$ cat config.mk
export PLATFORM = sky130hd
export DESIGN_NAME = sysmon_adc_scheduler
export DESIGN_NICKNAME = d
export VERILOG_FILES = /design/src/rtl/sysmon_adc_scheduler.sv
export SDC_FILE = /design/constraint.sdc
export NUM_CORES = 1
export LEC_CHECK = 0
export ABC_AREA = 1
export ABC_CLOCK_PERIOD_IN_PS = 1810
export BUFFER_PORTS_ARGS = -buffer_cell sky130_fd_sc_hd__buf_2
export CAP_MARGIN = 10
export CORE_ASPECT_RATIO = 1.2
export CORE_UTILIZATION = 50
export DETAILED_ROUTE_END_ITERATION = 12
export PLACE_DENSITY = 0.87
export SYNTH_ARGS = -nofsm -noshare
export SYNTH_HDL_FRONTEND = slang
export SYNTH_SLANG_ARGS = --single-unit
$ cat constraint.sdc
create_clock -name clk -period 1.81 [get_ports clk]
set_clock_uncertainty 0.1 [all_clocks]
set_input_delay 0.362 -clock clk [delete_from_list [all_inputs] [get_ports clk]]
set_output_delay 0.362 -clock clk [all_outputs]
set_load 0.05 [all_outputs]
$ cat src/rtl/sysmon_adc_scheduler.sv
// Round-robin scheduler sharing one external ADC and its input mux between NUM_REQ requesters.
// Each conversion: select mux, settle, strobe adc_req, wait for adc_ready or timeout, report.
module sysmon_adc_scheduler #(
    parameter int NUM_REQ        = 4,
    parameter int SEL_W          = 2,
    parameter int SETTLE_CYCLES  = 1000,
    parameter int TIMEOUT_CYCLES = 4096,
    parameter int GAP_CYCLES     = 16
) (
    input  logic               clk,
    input  logic               reset,
    input  logic               enable,
    input  logic [NUM_REQ-1:0] req,
    output logic [NUM_REQ-1:0] pending,
    output logic [SEL_W-1:0]   adc_sel,
    output logic               adc_req,
    input  logic               adc_ready,
    input  logic [13:0]        adc_value,
    output logic               rsp_valid,
    output logic [SEL_W-1:0]   rsp_id,
    output logic [13:0]        rsp_value,
    output logic               rsp_timeout,
    output logic               busy,
    output logic [7:0]         timeout_count
);

    localparam int MAX_A   = (SETTLE_CYCLES > TIMEOUT_CYCLES) ? SETTLE_CYCLES : TIMEOUT_CYCLES;
    localparam int MAX_CNT = (MAX_A > GAP_CYCLES) ? MAX_A : GAP_CYCLES;
    localparam int CNT_W   = $clog2(MAX_CNT + 1);

    typedef enum logic [2:0] {
        ST_IDLE   = 3'd0,
        ST_SETTLE = 3'd1,
        ST_START  = 3'd2,
        ST_WAIT   = 3'd3,
        ST_DONE   = 3'd4,
        ST_GAP    = 3'd5
    } state_t;

    state_t             state_r, state_s;
    logic [CNT_W-1:0]   cnt_r, cnt_s;
    logic [NUM_REQ-1:0] pending_r, pending_s, clr_mask_s;
    logic [SEL_W-1:0]   rr_last_r, rr_last_s;
    logic [SEL_W-1:0]   adc_sel_r, adc_sel_s;
    logic               adc_req_r, adc_req_s;
    logic               rsp_valid_r, rsp_valid_s;
    logic [SEL_W-1:0]   rsp_id_r, rsp_id_s;
    logic [13:0]        rsp_value_r, rsp_value_s;
    logic               rsp_timeout_r, rsp_timeout_s;
    logic               busy_r, busy_s;
    logic [7:0]         tcount_r, tcount_s;

    logic               grant_found_s;
    logic [SEL_W-1:0]   grant_idx_s;
    logic [SEL_W-1:0]   cand_s;
    logic               hit_s;

    // Round-robin search: walk from the farthest candidate down to rr_last+1 so the nearest hit wins.
    always_comb begin
        grant_found_s = 1'b0;
        grant_idx_s   = '0;
        cand_s        = '0;
        hit_s         = 1'b0;
        for (int k = NUM_REQ; k >= 1; k--) begin
            cand_s        = SEL_W'((int'(rr_last_r) + k) % NUM_REQ);
            hit_s         = |(pending_r & (NUM_REQ'(1) << cand_s));
            grant_idx_s   = hit_s ? cand_s : grant_idx_s;
            grant_found_s = grant_found_s | hit_s;
        end
    end

    // Next-state and next-output logic for the conversion sequencer.
    always_comb begin
        state_s       = state_r;
        cnt_s         = cnt_r;
        rr_last_s     = rr_last_r;
        adc_sel_s     = adc_sel_r;
        adc_req_s     = 1'b0;
        rsp_valid_s   = 1'b0;
        rsp_id_s      = rsp_id_r;
        rsp_value_s   = rsp_value_r;
        rsp_timeout_s = rsp_timeout_r;
        tcount_s      = tcount_r;
        clr_mask_s    = '0;
        case (state_r)
            ST_IDLE: begin
                if (enable && grant_found_s) begin
                    state_s    = ST_SETTLE;
                    rr_last_s  = grant_idx_s;
                    adc_sel_s  = grant_idx_s;
                    clr_mask_s = NUM_REQ'(1) << grant_idx_s;
                    cnt_s      = '0;
                end else begin
                    state_s    = ST_IDLE;
                end
            end
            ST_SETTLE: begin
                if (cnt_r == CNT_W'(SETTLE_CYCLES - 1)) begin
                    state_s   = ST_START;
                    adc_req_s = 1'b1;
                    cnt_s     = '0;
                end else begin
                    cnt_s     = cnt_r + CNT_W'(1);
                end
            end
            ST_START: begin
                // The START cycle is the first cycle of the timeout window.
                state_s = ST_WAIT;
                cnt_s   = CNT_W'(1);
            end
            ST_WAIT: begin
                if (adc_ready) begin
                    state_s       = ST_DONE;
                    rsp_value_s   = adc_value;
                    rsp_timeout_s = 1'b0;
                end else if (cnt_r == CNT_W'(TIMEOUT_CYCLES - 1)) begin
                    state_s       = ST_DONE;
                    rsp_value_s   = 14'd0;
                    rsp_timeout_s = 1'b1;
                    tcount_s      = (tcount_r == 8'd255) ? 8'd255 : tcount_r + 8'd1;
                end else begin
                    cnt_s         = cnt_r + CNT_W'(1);
                end
            end
            ST_DONE: begin
                state_s     = ST_GAP;
                rsp_valid_s = 1'b1;
                rsp_id_s    = rr_last_r;
                cnt_s       = '0;
            end
            ST_GAP: begin
                if (cnt_r == CNT_W'(GAP_CYCLES - 1)) begin
                    state_s = ST_IDLE;
                    cnt_s   = '0;
                end else begin
                    cnt_s   = cnt_r + CNT_W'(1);
                end
            end
            default: begin
                state_s = ST_IDLE;
                cnt_s   = '0;
            end
        endcase
        // A new pulse in the grant cycle re-queues the requester.
        pending_s = (pending_r & ~clr_mask_s) | req;
        busy_s    = (state_s != ST_IDLE);
    end

    // State and output registers with synchronous reset.
    always_ff @(posedge clk) begin
        if (reset) begin
            state_r       <= ST_IDLE;
            cnt_r         <= '0;
            pending_r     <= '0;
            rr_last_r     <= SEL_W'(NUM_REQ - 1);
            adc_sel_r     <= '0;
            adc_req_r     <= 1'b0;
            rsp_valid_r   <= 1'b0;
            rsp_id_r      <= '0;
            rsp_value_r   <= 14'd0;
            rsp_timeout_r <= 1'b0;
            busy_r        <= 1'b0;
            tcount_r      <= 8'd0;
        end else begin
            state_r       <= state_s;
            cnt_r         <= cnt_s;
            pending_r     <= pending_s;
            rr_last_r     <= rr_last_s;
            adc_sel_r     <= adc_sel_s;
            adc_req_r     <= adc_req_s;
            rsp_valid_r   <= rsp_valid_s;
            rsp_id_r      <= rsp_id_s;
            rsp_value_r   <= rsp_value_s;
            rsp_timeout_r <= rsp_timeout_s;
            busy_r        <= busy_s;
            tcount_r      <= tcount_s;
        end
    end

    assign pending       = pending_r;
    assign adc_sel       = adc_sel_r;
    assign adc_req       = adc_req_r;
    assign rsp_valid     = rsp_valid_r;
    assign rsp_id        = rsp_id_r;
    assign rsp_value     = rsp_value_r;
    assign rsp_timeout   = rsp_timeout_r;
    assign busy          = busy_r;
    assign timeout_count = tcount_r;

endmodule

# Word level (Yosys, flattened, before mapping)
# Cells that the tools add are included.
word_totals:
  input_bits: 22
  word_cells: 85
  regBits: 52
classes:
  bitwise: 12
  n_addsub: 6
  n_shift: 5
  reduce_logical: 13
  n_eq_ne: 12
  mux: 25
ops:
  columns: ["operator", "n"]
  rows:
  - ["$mux W13", 5]
  - ["$pmux W13 S5", 1]
  - ["$mux W14", 2]
  - ["$and A4 B4 Y4", 5]
  - ["$shl A1 B2 Y4 const A", 5]
  - ["$pmux W3 S6", 1]
  - ["$reduce_or A4 Y1", 4]
  - ["$add A13 B1 Y13 const B", 1]
  - ["$eq A13 B10 Y1 const B", 1]
  - ["$eq A13 B12 Y1 const B", 1]
  - ["$eq A13 B4 Y1 const B", 1]
  - ["$mux W3", 4]
  - ["$add A8 B1 Y8 const B", 1]
  - ["$eq A8 B8 Y1 const B", 1]
  - ["$mux W2", 4]
  - ["$mux W4", 2]
  - ["$mux W8", 1]
  - ["$eq A3 B2 Y1 const B", 2]
  - ["$eq A3 B3 Y1 const B", 2]
  - ["$ne A2 B2 Y1 const B", 3]
  - ["$reduce_and A3 Y1", 2]
  - ["$mux W1", 5]
  - ["$add A2 B1 Y2 const B", 2]
  - ["$add A2 B2 Y2 const B", 2]
  - ["other kinds (11)", 15]

# Depth between registers and ports, before layout
logic_depth:
  ltp_word: 14
  ltp_mapped: 14
  ltp_nobuf: 14

# Worst setup path after synthesis
# No wires, ideal clock.
synth_path:
  kind: "reg-to-reg"
  start: "register rr_last_r[0]"
  end: "register cnt_r[2]"
  path_stages_with_launch: 15
  required_ps: 1640
  t_arrival_ps: 1717
  path_slack_ps: -77
  period_less_slack_ps: 1887
  setup_ps: 70
  path_cell_list: "dfxtp_1 > inv_1 > ha_1 > nand2_1 > nand2_1 > nor2_1 > nand2_1 > nor2_2 > inv_1 > nand2_1 > nand2_1 > nand2_4 > buf_8 > nand2_1 > a21oi_2"
synth_between:
  elab_chain_cells: 10
  elab_cells_between_ends: 22
  classes_between: "add/sub (4); eq/ne (1); shift (4); bitwise (7); reduce/logical (6)"
synth_lines:
  columns: ["item", "line", "source"]
  rows:
  - ["start, declared", "43", "logic [SEL_W-1:0] rr_last_r, rr_last_s;"]
  - ["start signal, assigned", "155", "rr_last_r <= SEL_W'(NUM_REQ - 1);"]
  - ["start signal, assigned", "168", "rr_last_r <= rr_last_s;"]
  - ["$add A2 B1 Y2 / $add A2 B2 Y2 (equally long branches)", "65", "cand_s = SEL_W'((int'(rr_last_r) + k) % NUM_REQ);"]
  - ["$shl A1 B2 Y4", "66", "hit_s = |(pending_r & (NUM_REQ'(1) << cand_s));"]
  - ["$and A4 B4 Y4", "66", null]
  - ["$reduce_or A4 Y1", "66", null]
  - ["$or A1 B1 Y1 (2 in series)", "68", "grant_found_s = grant_found_s | hit_s;"]
  - ["$or A1 B1 Y1 (*)", "68", null]
  - ["$logic_and A1 B1 Y1 (*)", "87", "if (enable && grant_found_s) begin"]
  - ["$ne A2 B2 Y1 (no line) (*)", null, null]
  - ["$reduce_and A3 Y1 (no line) (*)", null, null]
  - ["end signal, assigned", "166", "cnt_r <= cnt_s;"]
  - ["end, declared", "41", "logic [CNT_W-1:0] cnt_r, cnt_s;"]
# Mark *: on every way between the ends. The rest lies on a longest branch, timed or not.
# A chain may end at the register's enable or synchronous reset.

# Final worst setup path
# Same ends and word-level chain as after synthesis.

==> flow_summary.toml <==
[synth]
synth_compound_area_share_pct = 15.0
synthXorXnorAreaFrac_pct = 2.40
syn_inst = 432
synth_flop_cell = "dfxtp_1"
mappedNetlistNets = 460
muxShareOfSynthArea_pct = 0
synthAdderAreaFrac_pct = 2.57
yosys.cell_types.count = 33
synth-simple-area-share_pct = 36.6
synth_area_leaders = "dfxtp_1 36%, nand2_1 19%, a21oi_1 6.2%, inv_1 5.1%, nand3_1 5.0%"
syn_area_per_cell_um2 = 6.76
synth_seq_cells = 52
synth_top_family_by_area = "simple AND/OR/NAND/NOR gates"
synth_top_area_cell = "dfxtp_1"
synth-seq-area-share_pct = 35.7
synth_edf_count = 0
syn_area_um2 = 2920
yosysWarnings = 0
synth_top_area_share_pct = 35.7
async_flop_share_pct = 0

[power]
switchingPower_mw = 1.69
p_total_mw = 4.03
power_leakage_nw = 1.80
power.density_nw_per_um2 = 1000
switching_share_pct = 42.0
seqPwrFrac_pct = 33.0
p_comb_share_pct = 46.8
intPower_mw = 2.34
ir_worst_vdd_mv = 0.676
clkPwrFrac_pct = 20.2

[final_layout]
area_growth_pct = 38.1
fin_nets = 553
n_antenna_cell = 0
final_util_pct = 71.6
drive_gt1_share_pct = 39.7

[floorplan]
fp-row-count = 30
die_area_um2 = 6150
die_w_um = 71.8
ios = 56
coreArea_um2 = 5630
start_util_pct = 51.8
die_h_um = 85.7

[global_routing]
first_global_vias = 3056
grt_max_degree = 27
grt_antenna_before_repair = 0
track_usage_pct = 27.3
grt-ovfl-total = 0
grt_pass1_wl_um = 13400

[placed_design]
gp_congestion = 1.05
dp_hpwl_um = 5560
port_buffers = 55

[drt]
vias = 3369
drtAntennaViolNets = 0
vias_per_cell = 5.71
wire_per_inst_um = 15.9
drt_pass1_iterations = 5
drt-initial-drc-count = 261
route.detailed.drc = 0
drt_wl_total_um = 9370

[sta]
timing.final.ws_setup_ps = -223
tightest_slew_ps = 371
fmaxAchievable_mhz = 492
period_needed_ps = 2030
slew_headroom_pct = 74.6
rsz0062_at_grt = "true"
finalSetupViolations = 23
final-hold-violation-count = 0
fin_crit_sh_pct = 112
report.final.slew_viol_count = 0

[worst_setup_path]
cp_data_required_time_ps = 1960
crit_slowest_cell = "dfxtp_4"
crit_top_cell = "nand2_4"
start_kind = "register"
crit_family = "simple AND/OR/NAND/NOR gates"
crit_buf_inv = 2
path_class = "reg2reg"
critical_path.cell_chain = "inv_6, ha_4, nand2_1, nand2_2, nor2_4, nand2_4, nor2_4, inv_2, nand2_4, nand2_4, nand2_8, nand2_2, a21oi_2"
arrival_ps = 2180
critical_path_peak_fanout = 7
worst_setup_path_end_kind = "register"
worst_path_largest_cell_delay_ps = 430

[flow_run]
maxCapViolations = 0

[clock_network]
cts_max_path_buffers = 2
clock-sinks = 52
hold_buffers = 0
cts_root_buf = "clkbuf_8"
cts_tree = "built"
cts_max_level = 2
clk_pin_slew_ps = 100
cts_inserted_buffers = 5
clkLatencyLatePin_ps = 310

[status]
failed_checks = "negative setup slack"
status = "complete, but fails checks"

[hold_path]
min_path_type = "in2reg"
## worst paths after layout
path	startpoint	to	slack (ps)	depth (start not counted)
max reg2reg	rr_last_r[0]	cnt_r[2]	-220	13
max	rr_last_r[0]	cnt_r[2]	-220	13
min reg2reg	rsp_value[9]	rsp_value[9]	360	2
min	req[1]	pending[1]	180	3
## cells in the mapped netlist (2+ instances only)
cell	count
nand3_1	29
a31oi_1	5
nor3_1	8
dfxtp_1	52
o21ai_0	17
ha_1	6
clkbuf_1	6
inv_1	40
nand4_1	7
buf_4	2
inv_2	6
nand2_4	2
xor2_1	6
nor2_1	28
a21oi_1	36
a21oi_2	10
nor2_4	5
nand2_1	145
o211ai_1	5
nor2_2	3
xnor2_1	2
## registers in the layout (all words and copies together) (netlist names), 2 cells and up
register / cells
rsp_id: 2
cnt_r: 13
rsp_value: 14
adc_sel: 2
state_r: 3
pending: 4
timeout_count: 8
rr_last_r: 2
## power groups by stage
stage                     logic (mW)  clock network (mW)  registers [mW]
after floorplan                0.649                   0            1.40
after global placement          1.03                   0            1.29
after detailed placement        1.06                   0            1.30
after CTS                       1.32               0.822            1.29
after global routing            1.98               0.875            1.33
final                           1.89               0.815            1.33
## through the flow
| step | instance area (µm²) | setup TNS, ps | std cells | worst slack [ps] | hold WS [ps] |
|---|---|---|---|---|---|
| 5_1_grt | 4030 | -7440 | 590 | -367 | 183 |
| 6_report | 4030 | -3880 | 590 | -223 | 181 |
| 3_5_place_dp | 3470 | -3630 | 573 | -260 | 350 |
| 4_1_cts | 3740 | -574 | 587 | -57.6 | 171 |
| 3_3_place_gp | 3470 | -2170 | 573 | -163 | 346 |
| 2_1_floorplan | 2930 | 0 | 432 | 2.26 | 382 |
## placed cells by master (no fill, tap or decap), types with 3 or more instances in the layout
master and n:
nand2_1 110, buf_2 55, dfxtp_1 44, inv_1 34
buf_4 34, a21oi_1 28, nand2_2 26, nand3_1 26
nor2_1 21, a21oi_2 17, o21ai_0 14, nand2_4 12
nor2_4 12, inv_2 9, nand4_1 7, nor3_1 7
xor2_1 6, dfxtp_2 6, o211ai_1 5, ha_4 5
clkbuf_8 5, a31oi_1 4, nor2_2 3, o21ai_1 3
nand3_2 3, buf_6 3
## final cells by class
class	instances	area, µm²
timing repair buffer	93	584
inverter	46	183
clock buffer	6	72.6
multi-input combinational	327	2020
sequential	52	1060
tap	64	80.1
clock inverter	2	38.8
fill	393	1600
## routing by layer
metal | vias to the layer above | share of wire, % | GRT usage [%]
met5 | - | 0 | 0
met2 | 179 | 51 | 48.7
li1 | 1587 | - | -
met3 | 57 | 6.4 | 4.94
met4 | 0 | 5.3 | 15.3
met1 | 1546 | 38 | 30.2
## cell families after synthesis
kind of cell | count (synthesis)
XOR/XNOR | 8
buffers and inverters | 55
AND/OR/NAND/NOR | 236
AO/OA/AOI/OAI | 75
adder cells (fa/ha/maj) | 6
flip-flops | 52
## worst min-delay path, cell delays in order
cell and delay [ps]:
buf_2 100, inv_1 40, a21oi_1 50
## timing repair
| action | CTS | global route |
|---|---|---|
| endpoints found under the setup margin | 23 | 36 |
| cloned | 2 | 0 |
| buffers inserted | 5 | 3 |
| pin swaps | 12 | 40 |
| gates resized for setup | 34 | 71 |
(Power assumes the default switching activity.)
